`src/rtl/multiplier_param.sv`:
```
// rtl/multiplier_param.sv - iterative chunked RISC-V M multiplier (MUL/MULH/MULHSU/MULHU); optional result cache under MULT_OPERAND_CACHE_EN
module multiplier_param #(
    parameter int XLEN = 32,
    parameter int PW   = 16
) (
    input  logic            clk,
    input  logic            rst_n,
    input  logic            valid_i,
    output logic            ready_o,
    input  logic [2:0]      funct3_i,
    input  logic [XLEN-1:0] a_i,
    input  logic [XLEN-1:0] b_i,
    input  logic            kill_i,
    output logic            valid_o,
    input  logic            ready_i,
    output logic [XLEN-1:0] result_o
);
    localparam int N     = XLEN / PW;
    localparam int CW    = (N > 1) ? $clog2(N) : 1;
    localparam int ACC_W = 2 * XLEN + 1;
    localparam logic [CW-1:0] LAST_IDX = CW'(N - 1);

    typedef enum logic [1:0] {IDLE, BUSY, DONE} state_t;
    typedef enum logic [1:0] {OP_MUL, OP_MULH, OP_MULHSU, OP_MULHU} op_t;

    state_t state_q, state_d;
    op_t    op_in, op_q;

    logic              a_neg_in, b_neg_in, neg_q;
    logic [XLEN-1:0]   a_mag_in, b_mag_in, a_mag_q, b_mag_q;
    logic [ACC_W-1:0]  acc_q, acc_sum, term;
    logic [CW-1:0]     ci_q, cj_q;
    logic [PW-1:0]     a_chunk, b_chunk;
    logic [2*PW-1:0]   prod;
    logic [31:0]       shift, pair_next;
    logic              mul_wrap, last_round, accept, hit;
    logic [2*XLEN-1:0] signed_full;
    logic [XLEN-1:0]   res_sel, hit_res;

    // Decode funct3; unlisted codes behave as MULHU
    always_comb begin
        case (funct3_i)
            3'b000:  op_in = OP_MUL;
            3'b001:  op_in = OP_MULH;
            3'b010:  op_in = OP_MULHSU;
            default: op_in = OP_MULHU;
        endcase
    end

    assign a_neg_in = (op_in == OP_MULH || op_in == OP_MULHSU) && a_i[XLEN-1];
    assign b_neg_in = (op_in == OP_MULH) && b_i[XLEN-1];
    assign a_mag_in = a_neg_in ? -a_i : a_i;
    assign b_mag_in = b_neg_in ? -b_i : b_i;

    assign accept  = (state_q == IDLE) && valid_i && !kill_i;
    assign ready_o = (state_q == IDLE);
    assign valid_o = (state_q == DONE);

    // One PW x PW product per round, placed at its chunk offset
    assign a_chunk   = a_mag_q[32'(ci_q) * 32'(PW) +: PW];
    assign b_chunk   = b_mag_q[32'(cj_q) * 32'(PW) +: PW];
    assign prod      = {{PW{1'b0}}, a_chunk} * {{PW{1'b0}}, b_chunk};
    assign shift     = 32'(PW) * (32'(ci_q) + 32'(cj_q));
    assign term      = ACC_W'(prod) << shift;
    assign acc_sum   = acc_q + term;
    assign pair_next = 32'(ci_q) + 32'(cj_q) + 32'd1;
    assign mul_wrap  = pair_next >= 32'(N);

    // MUL only needs pairs landing in the low half; its final pair is (0, N-1)
    assign last_round = (op_q == OP_MUL) ? (cj_q == LAST_IDX)
                                         : (ci_q == LAST_IDX && cj_q == LAST_IDX);

    assign signed_full = neg_q ? -acc_sum[2*XLEN-1:0] : acc_sum[2*XLEN-1:0];
    assign res_sel     = (op_q == OP_MUL) ? signed_full[XLEN-1:0] : signed_full[2*XLEN-1:XLEN];

`ifdef MULT_OPERAND_CACHE_EN
    logic              c_valid_q;
    logic [XLEN-1:0]   a_raw_q, b_raw_q, c_a_q, c_b_q;
    op_t               c_op_q;
    logic [2*XLEN-1:0] c_prod_q;

    // Low bits of the product are signedness-independent, so MUL may reuse any entry
    assign hit     = c_valid_q && (a_i == c_a_q) && (b_i == c_b_q)
                     && (op_in == OP_MUL || op_in == c_op_q);
    assign hit_res = (op_in == OP_MUL) ? c_prod_q[XLEN-1:0] : c_prod_q[2*XLEN-1:XLEN];

    // Cache fill on completed high-half ops; any kill drops the entry
    always_ff @(posedge clk or negedge rst_n) begin
        if (!rst_n) begin
            c_valid_q <= 1'b0;
            a_raw_q   <= '0;
            b_raw_q   <= '0;
            c_a_q     <= '0;
            c_b_q     <= '0;
            c_op_q    <= OP_MUL;
            c_prod_q  <= '0;
        end else begin
            if (accept) begin
                a_raw_q <= a_i;
                b_raw_q <= b_i;
            end
            if (state_q != IDLE && kill_i) begin
                c_valid_q <= 1'b0;
            end else if (state_q == BUSY && last_round && op_q != OP_MUL) begin
                c_valid_q <= 1'b1;
                c_a_q     <= a_raw_q;
                c_b_q     <= b_raw_q;
                c_op_q    <= op_q;
                c_prod_q  <= signed_full;
            end
        end
    end
`else
    assign hit     = 1'b0;
    assign hit_res = '0;
`endif

    // State register
    always_ff @(posedge clk or negedge rst_n) begin
        if (!rst_n) state_q <= IDLE;
        else        state_q <= state_d;
    end

    // Next state: kill beats completion, consumption and acceptance
    always_comb begin
        state_d = state_q;
        case (state_q)
            IDLE: if (valid_i && !kill_i) state_d = hit ? DONE : BUSY;
            BUSY: begin
                if (kill_i)          state_d = IDLE;
                else if (last_round) state_d = DONE;
            end
            DONE: if (kill_i || ready_i) state_d = IDLE;
            default: state_d = IDLE;
        endcase
    end

    // Operand capture, accumulation, chunk walk and result load
    always_ff @(posedge clk or negedge rst_n) begin
        if (!rst_n) begin
            a_mag_q  <= '0;
            b_mag_q  <= '0;
            op_q     <= OP_MUL;
            neg_q    <= 1'b0;
            acc_q    <= '0;
            ci_q     <= '0;
            cj_q     <= '0;
            result_o <= '0;
        end else if (accept) begin
            a_mag_q <= a_mag_in;
            b_mag_q <= b_mag_in;
            op_q    <= op_in;
            neg_q   <= a_neg_in ^ b_neg_in;
            acc_q   <= '0;
            ci_q    <= '0;
            cj_q    <= '0;
            if (hit) result_o <= hit_res;
        end else if (state_q == BUSY && !kill_i) begin
            acc_q <= acc_sum;
            if (last_round) begin
                result_o <= res_sel;
            end else if ((op_q == OP_MUL) ? mul_wrap : (ci_q == LAST_IDX)) begin
                ci_q <= '0;
                cj_q <= cj_q + 1'b1;
            end else begin
                ci_q <= ci_q + 1'b1;
            end
        end
    end
endmodule

```
`config.mk`:
```
export PLATFORM = sky130hd
export DESIGN_NAME = multiplier_param
export DESIGN_NICKNAME = d
export VERILOG_FILES = /design/src/rtl/multiplier_param.sv
export SDC_FILE = /design/constraint.sdc
export NUM_CORES = 1
export LEC_CHECK = 0
export ABC_AREA = 0
export CAP_MARGIN = 10
export CELL_PAD_IN_SITES_DETAIL_PLACEMENT = 0
export CELL_PAD_IN_SITES_GLOBAL_PLACEMENT = 1
export CORE_UTILIZATION = 44
export CTS_BUF_LIST = sky130_fd_sc_hd__clkbuf_4 sky130_fd_sc_hd__clkbuf_8
export DETAILED_ROUTE_END_ITERATION = 16
export GPL_TIMING_DRIVEN = 0
export PLACE_DENSITY = 0.79
export SLEW_MARGIN = 30
export SYNTH_ARGS = -nofsm -noshare
export SYNTH_HDL_FRONTEND = slang
export SYNTH_SLANG_ARGS = --single-unit
```
`constraint.sdc`:
```
create_clock -name clk -period 16.4 [get_ports clk]
set_input_delay 4.92 -clock clk [delete_from_list [all_inputs] [get_ports clk]]
set_output_delay 4.92 -clock clk [all_outputs]
set_load 0.05 [all_outputs]
```
; Word-level counts from Yosys, hierarchy flattened
; Index checks and enable logic that the tools add are counted.
[op_classes]
add_sub_neg = 8
multipliers = 1
div_mod_pow = 0
n_lt_le_gt_ge = 1
eq_ne = 10
shifts = 3
n_mux = 22
bitwise_logic = 2
reduce_logical = 19
[ops]
columns = op, n
row1 = 65-bit two-way mux, 2
row2 = 32-bit two-way mux, 3
row3 = 65-bit adder, 1
row4 = 32-bit by 32-bit << shifter with 65-bit output, 1
row5 = 64-bit two-way mux, 1
row6 = 32-bit negator, 2
row7 = 64-bit negator, 1
row8 = 32-bit by 6-bit indexed part select with 16-bit output, 2
row9 = 16-bit by 16-bit multiplier with 32-bit output, 1
row10 = 2-bit one-hot mux with 3 select lines, 2
row11 = 1-bit two-way mux, 10
row12 = 3-bit AND reduction, 3
row13 = 2-bit two-way mux, 4
row14 = 1-bit logical AND, 7
row15 = 2-bit by 1-bit != test with 1-bit output (second input constant), 3
row16 = 2-bit by 1-bit == test with 1-bit output (second input constant), 2
row17 = 2-bit == test (second input constant), 2
row18 = 2-bit logical NOT, 2
row19 = 2-bit nonzero test, 2
row20 = 2-bit by 1-bit adder with 3-bit output (second input constant), 1
row21 = 3-bit by 1-bit == test with 1-bit output (second input constant), 1
row22 = 3-bit by 2-bit == test with 1-bit output (second input constant), 1
row23 = 3-bit by 2-bit >= comparator with 1-bit output (second input constant), 1
row24 = 3-bit logical NOT, 1
row25 = 8 further kinds, 10
[totals]
regBits = 168
latchBits = 0
ram_bits = 0
mem_bits_ro = 0
inputBits = 72
output_inout_bits = 34
wordCells = 75
n_memories = 0

; Longest topological paths before layout
; Gate-level depths: netlist (run 1).
[logic_depth]
word_depth = 8
mapped_depth = 46
mapped_depth_nobuf = 41

; Worst setup path before layout (run 1)
; Ideal clock, no wire load.
[synth_timing]
kind = register -> register
startpoint = register ci_q
endpoint = register result_o[31]
setup_time_ps = 124
arrival_time_ps = 11918
required_time_ps = 16276
setup_slack_ps = 4358
stages_incl_launch_ff = 46
path_buffers = 5
period_less_slack_ps = 12042
path_cell_list = dfrtp_1 > clkbuf_1 > clkbuf_1 > buf_1 > mux2i_1 > nor2_1 > fa_1 > inv_1 > fa_1 > fa_1 > inv_1 > fa_1 > fa_1 > inv_1 > fa_1 > inv_1 > ha_1 > and3_1 > [... 10 more ...] > o21ai_0 > nor2b_1 > ha_1 > clkbuf_1 > nand4_1 > nor4_1 > nand2_1 > o41a_1 > mux2i_1 > a2111oi_0 > or3_1 > or4b_1 > buf_2 > or3_4 > nor2_4 > nand3_1 > a32o_1 > a211o_1
[synth_between]
elab_chain_cells = 7
word_cells_on_any_way = 11
classes_between = add/sub (3) / mul (1) / shift (2) / mux (3) / reduce/logical (2)
[synth_lines]
columns = item, line_no
row1 = "start, declared", 32  ; logic [CW-1:0] ci_q, cj_q;
row2 = "start signal, assigned", 166  ; ci_q <= ci_q + 1'b1;
row3 = 32-bit by 6-bit indexed part select with 16-bit output, 60  ; assign a_chunk = a_mag_q[32'(ci_q) * 32'(PW) +: PW];
row4 = 16-bit by 16-bit multiplier with 32-bit output, 62  ; assign prod = {{PW{1'b0}}, a_chunk} * {{PW{1'b0}}, b_chunk};
row5 = 32-bit by 32-bit << shifter with 65-bit output, 64  ; assign term = ACC_W'(prod) << shift;
row6 = 65-bit adder, 65  ; assign acc_sum = acc_q + term;
row7 = 64-bit negator, 73  ; assign signed_full = neg_q ? -acc_sum[2*XLEN-1:0] : acc_sum[2*XLEN-1:0];
row8 = 64-bit two-way mux, 73
row9 = 32-bit two-way mux, 74  ; assign res_sel = (op_q == OP_MUL) ? signed_full[XLEN-1:0] : signed_full[2*XLEN-1:XLEN];
row10 = "end signal, assigned", 157  ; if (hit) result_o <= hit_res;
row11 = "end signal, assigned", 161  ; result_o <= res_sel;
row12 = "end, declared", 16  ; output logic [XLEN-1:0] result_o
; Several ways; a longest one is shown, not always the timed one.
; A chain may end at the register's enable or synchronous reset.

; Final worst setup path (run 1)
; Ends and elaborated chain as after synthesis.

==> metrics.txt, run 1 <==
Die W ~230 um; min Tclk post-route ~16000 ps; Fmax about 63 MHz; drt first-iter violations approximately 2300; ys async rst share 100%; Setup crit end kind flip-flop; R2R Setup Slk 590 ps; Fin Clk Skew roughly 25 ps; Post-CTS Resized 0; first-pass GRT wire length between 100000 and 150000 um; core area 0.0527 mm^2; fillers 5285; Top Usage Layer GRT met1; Clock Path Buffers 2; initial antenna violation count 3; Hold Crit Class reg2reg; CTS tree done; Setup CP Type reg2reg; Setup-failing EPs final 0; unrepaired setup endpoints after global routing no; outcome finished, final reports clean; register area share after synthesis 17.8%; most used cell, CP fa_1; #FFs+latches synth about 170; die area about 0.054 mm^2; Post-CTS Setup Bufs 0; final WL 90400 um; met1 GRT Util between 40% and 50%; Buffers on Ports ~110; Initial Util approximately 45%; hold buffers post-CTS 0; Vias/cell ~6.1; leading area contributor after synthesis dfrtp_1; Net Count, Synth 3390; post-synth top area share between 10% and 20%; # clock sinks around 170; CP max FO 10; measured slew at the worst slew-check pin ~1000 ps; max_slew headroom just under 30%; Die Span Y ~230 um; fin crit share 96.4%; post-synthesis cell area approximately 0.023 mm^2; WP data required between 15000 and 20000 ps; pin count of the biggest net entering global routing 85; Mean Syn Cell Area approximately 8 um^2; IO Pins approximately 110; Synth Warn # 0; post-layout util around 49%; CP max stage delay around 840 ps; M3 GR Usage 6.86%; max-slew violations 0; setup TNS 0 ps; synth-to-layout area growth 10.9%; number of synthesized flops with an enable pin 0; row cnt 84; Cells after Synth 2949; Synth Flop Type dfrtp_1; max cap viols 0; total CTS buffers 17; Final Hold Vio Count 0; share of layout cells above drive strength 1 around 4.7%; Pre-antenna DRT Iters 6; Reg clk slew, reported paths 100 ps; post-DR wirelength/cell ~24 um; htree depth 4; HPWL Detailed roughly 75000 um; Yosys cell types 87; number of global-route vias before repair roughly 22000; post-route ant nets 0; Worst-Skew Late Latency 560 ps; slowest CP cell mux2i_1; GP Congestion between 0.9 and 1; GR Layer Usage met2 49.4%; vias between 20000 and 25000; total grt overflow 0; fin nets around 3500; Overall Global Routing Usage roughly 33%; Clock Tree Root clkbuf_8; CP Data Arrival Time 16320 ps; largest cells by area after synthesis dfrtp_1 18%, fa_1 17%, ha_1 9.3%; critical path startpoint category flip-flop; DRC Markers 0
metrics by stage:
step | hold slack [ps] | instance area, um^2 | instances | setup slack (ps)
after global placement | 451 | 25400 | 3742 | 228
after CTS | 478 | 26000 | 3780 | 953
after floorplan | 444 | 23500 | 2949 | 4360
final | 472 | 26100 | 3781 | 587
after detailed placement | 455 | 25600 | 3748 | 1020
after global routing | 519 | 26100 | 3780 | 48.5
worst max-delay path: cells and delay by family (launching register included):
kind,cells,cell delay [ps]
and+or+nand+nor,13,3680
muxes,1,840
buffers and inverters,8,2280
AOI/OAI and AO/OA,12,4040
adders and majority gates,8,3840
xor gates and xnor gates,2,700
DFF,1,350
placed cells by master, fill, tap and decap left out, types with 19 or more instances in the layout:
master / n
nor4_1: 26
xor2_1: 55
fa_1: 195
xnor2_1: 98
nor2_1: 293
mux2_2: 35
a21o_1: 35
nand3_1: 38
a21oi_1: 158
o21ai_0: 202
o22ai_1: 20
nand2b_1: 27
ha_1: 174
clkbuf_1: 127
a22o_1: 46
mux2i_1: 42
and2_1: 37
a31oi_1: 32
o31ai_1: 25
nand4_1: 38
clkdlybuf4s50_1: 104
or2_2: 19
nor3_1: 52
nor2b_1: 30
inv_1: 279
dfrtp_1: 167
nand2_1: 400
layer usage:
layer	wire, um	vias to the layer above
met3	8030	100
met2	38700	1032
met4	1780	0
met5	0	-
met1	41900	11486
li1	-	10418
final timing paths:
path	startpoint	end	cells past startpoint
setup / recovery	ci_q	result_o[31]	44
setup reg to reg	ci_q	result_o[31]	44
max in group asynchronous	rst_n	acc_q[15]	3
min in group asynchronous	rst_n	a_mag_q[9]	1
hold / removal	result_o[6]	result_o[6]	2
hold reg to reg	result_o[6]	result_o[6]	2
cells by family (layout without fill, tap and decap cells):
logic type,after synthesis,count (layout),share of synthesized area (%)
other,0,1,0
muxes,91,91,4.06
adders and majority gates,369,369,25.9
AOI/OAI and AO/OA,697,697,19.1
and+or+nand+nor,1050,1050,20.6
xor gates and xnor gates,157,157,5.85
DFF,167,167,17.8
buffers and inverters,418,561,6.73
final cells by class:
cell class / count / area (um^2) / share of cell area [%]
Tap cell: 688 / 861 / 3.30
Timing Repair Buffer: 111 / 1140 / 4.36
Inverter: 279 / 1050 / 4.02
Clock inverter: 12 / 144 / 0.552
Multi-Input combinational cell: 2364 / 17900 / 68.7
Antenna cell: 1 / 2.50 / 0.00961
Sequential cell: 167 / 4180 / 16.0
Clock buffer: 20 / 263 / 1.01
Buffer: 139 / 534 / 2.05
state kept, by name, indices dropped and copies added (netlist names):
name and flops:
acc_q 64, a_mag_q 32, b_mag_q 32, result_o 32, op_q 2, state_q 2
ci_q 1, cj_q 1, neg_q 1
Yosys cell counts (all sizes together) (55+ instances only):
cell and number:
o21ai 208, xor2 55, a21oi 160, fa 195
dfrtp 167, nor2 296, mux2i 56, clkbuf 127
nand2 400, ha 174, xnor2 102, inv 279
Power of run 1 is left out: the tool's default activity adds up to more than one toggle a clock period on the data nets, which glitch-free logic cannot reach.
==> run 2, diff against run 1 <==
SKIP_LAST_GASP = 1   (was unset)
==> results of run 2 <==
No change in the layout: final DEF, timing and power equal those of run 1.
Power of run 2 is left out for the same reason.
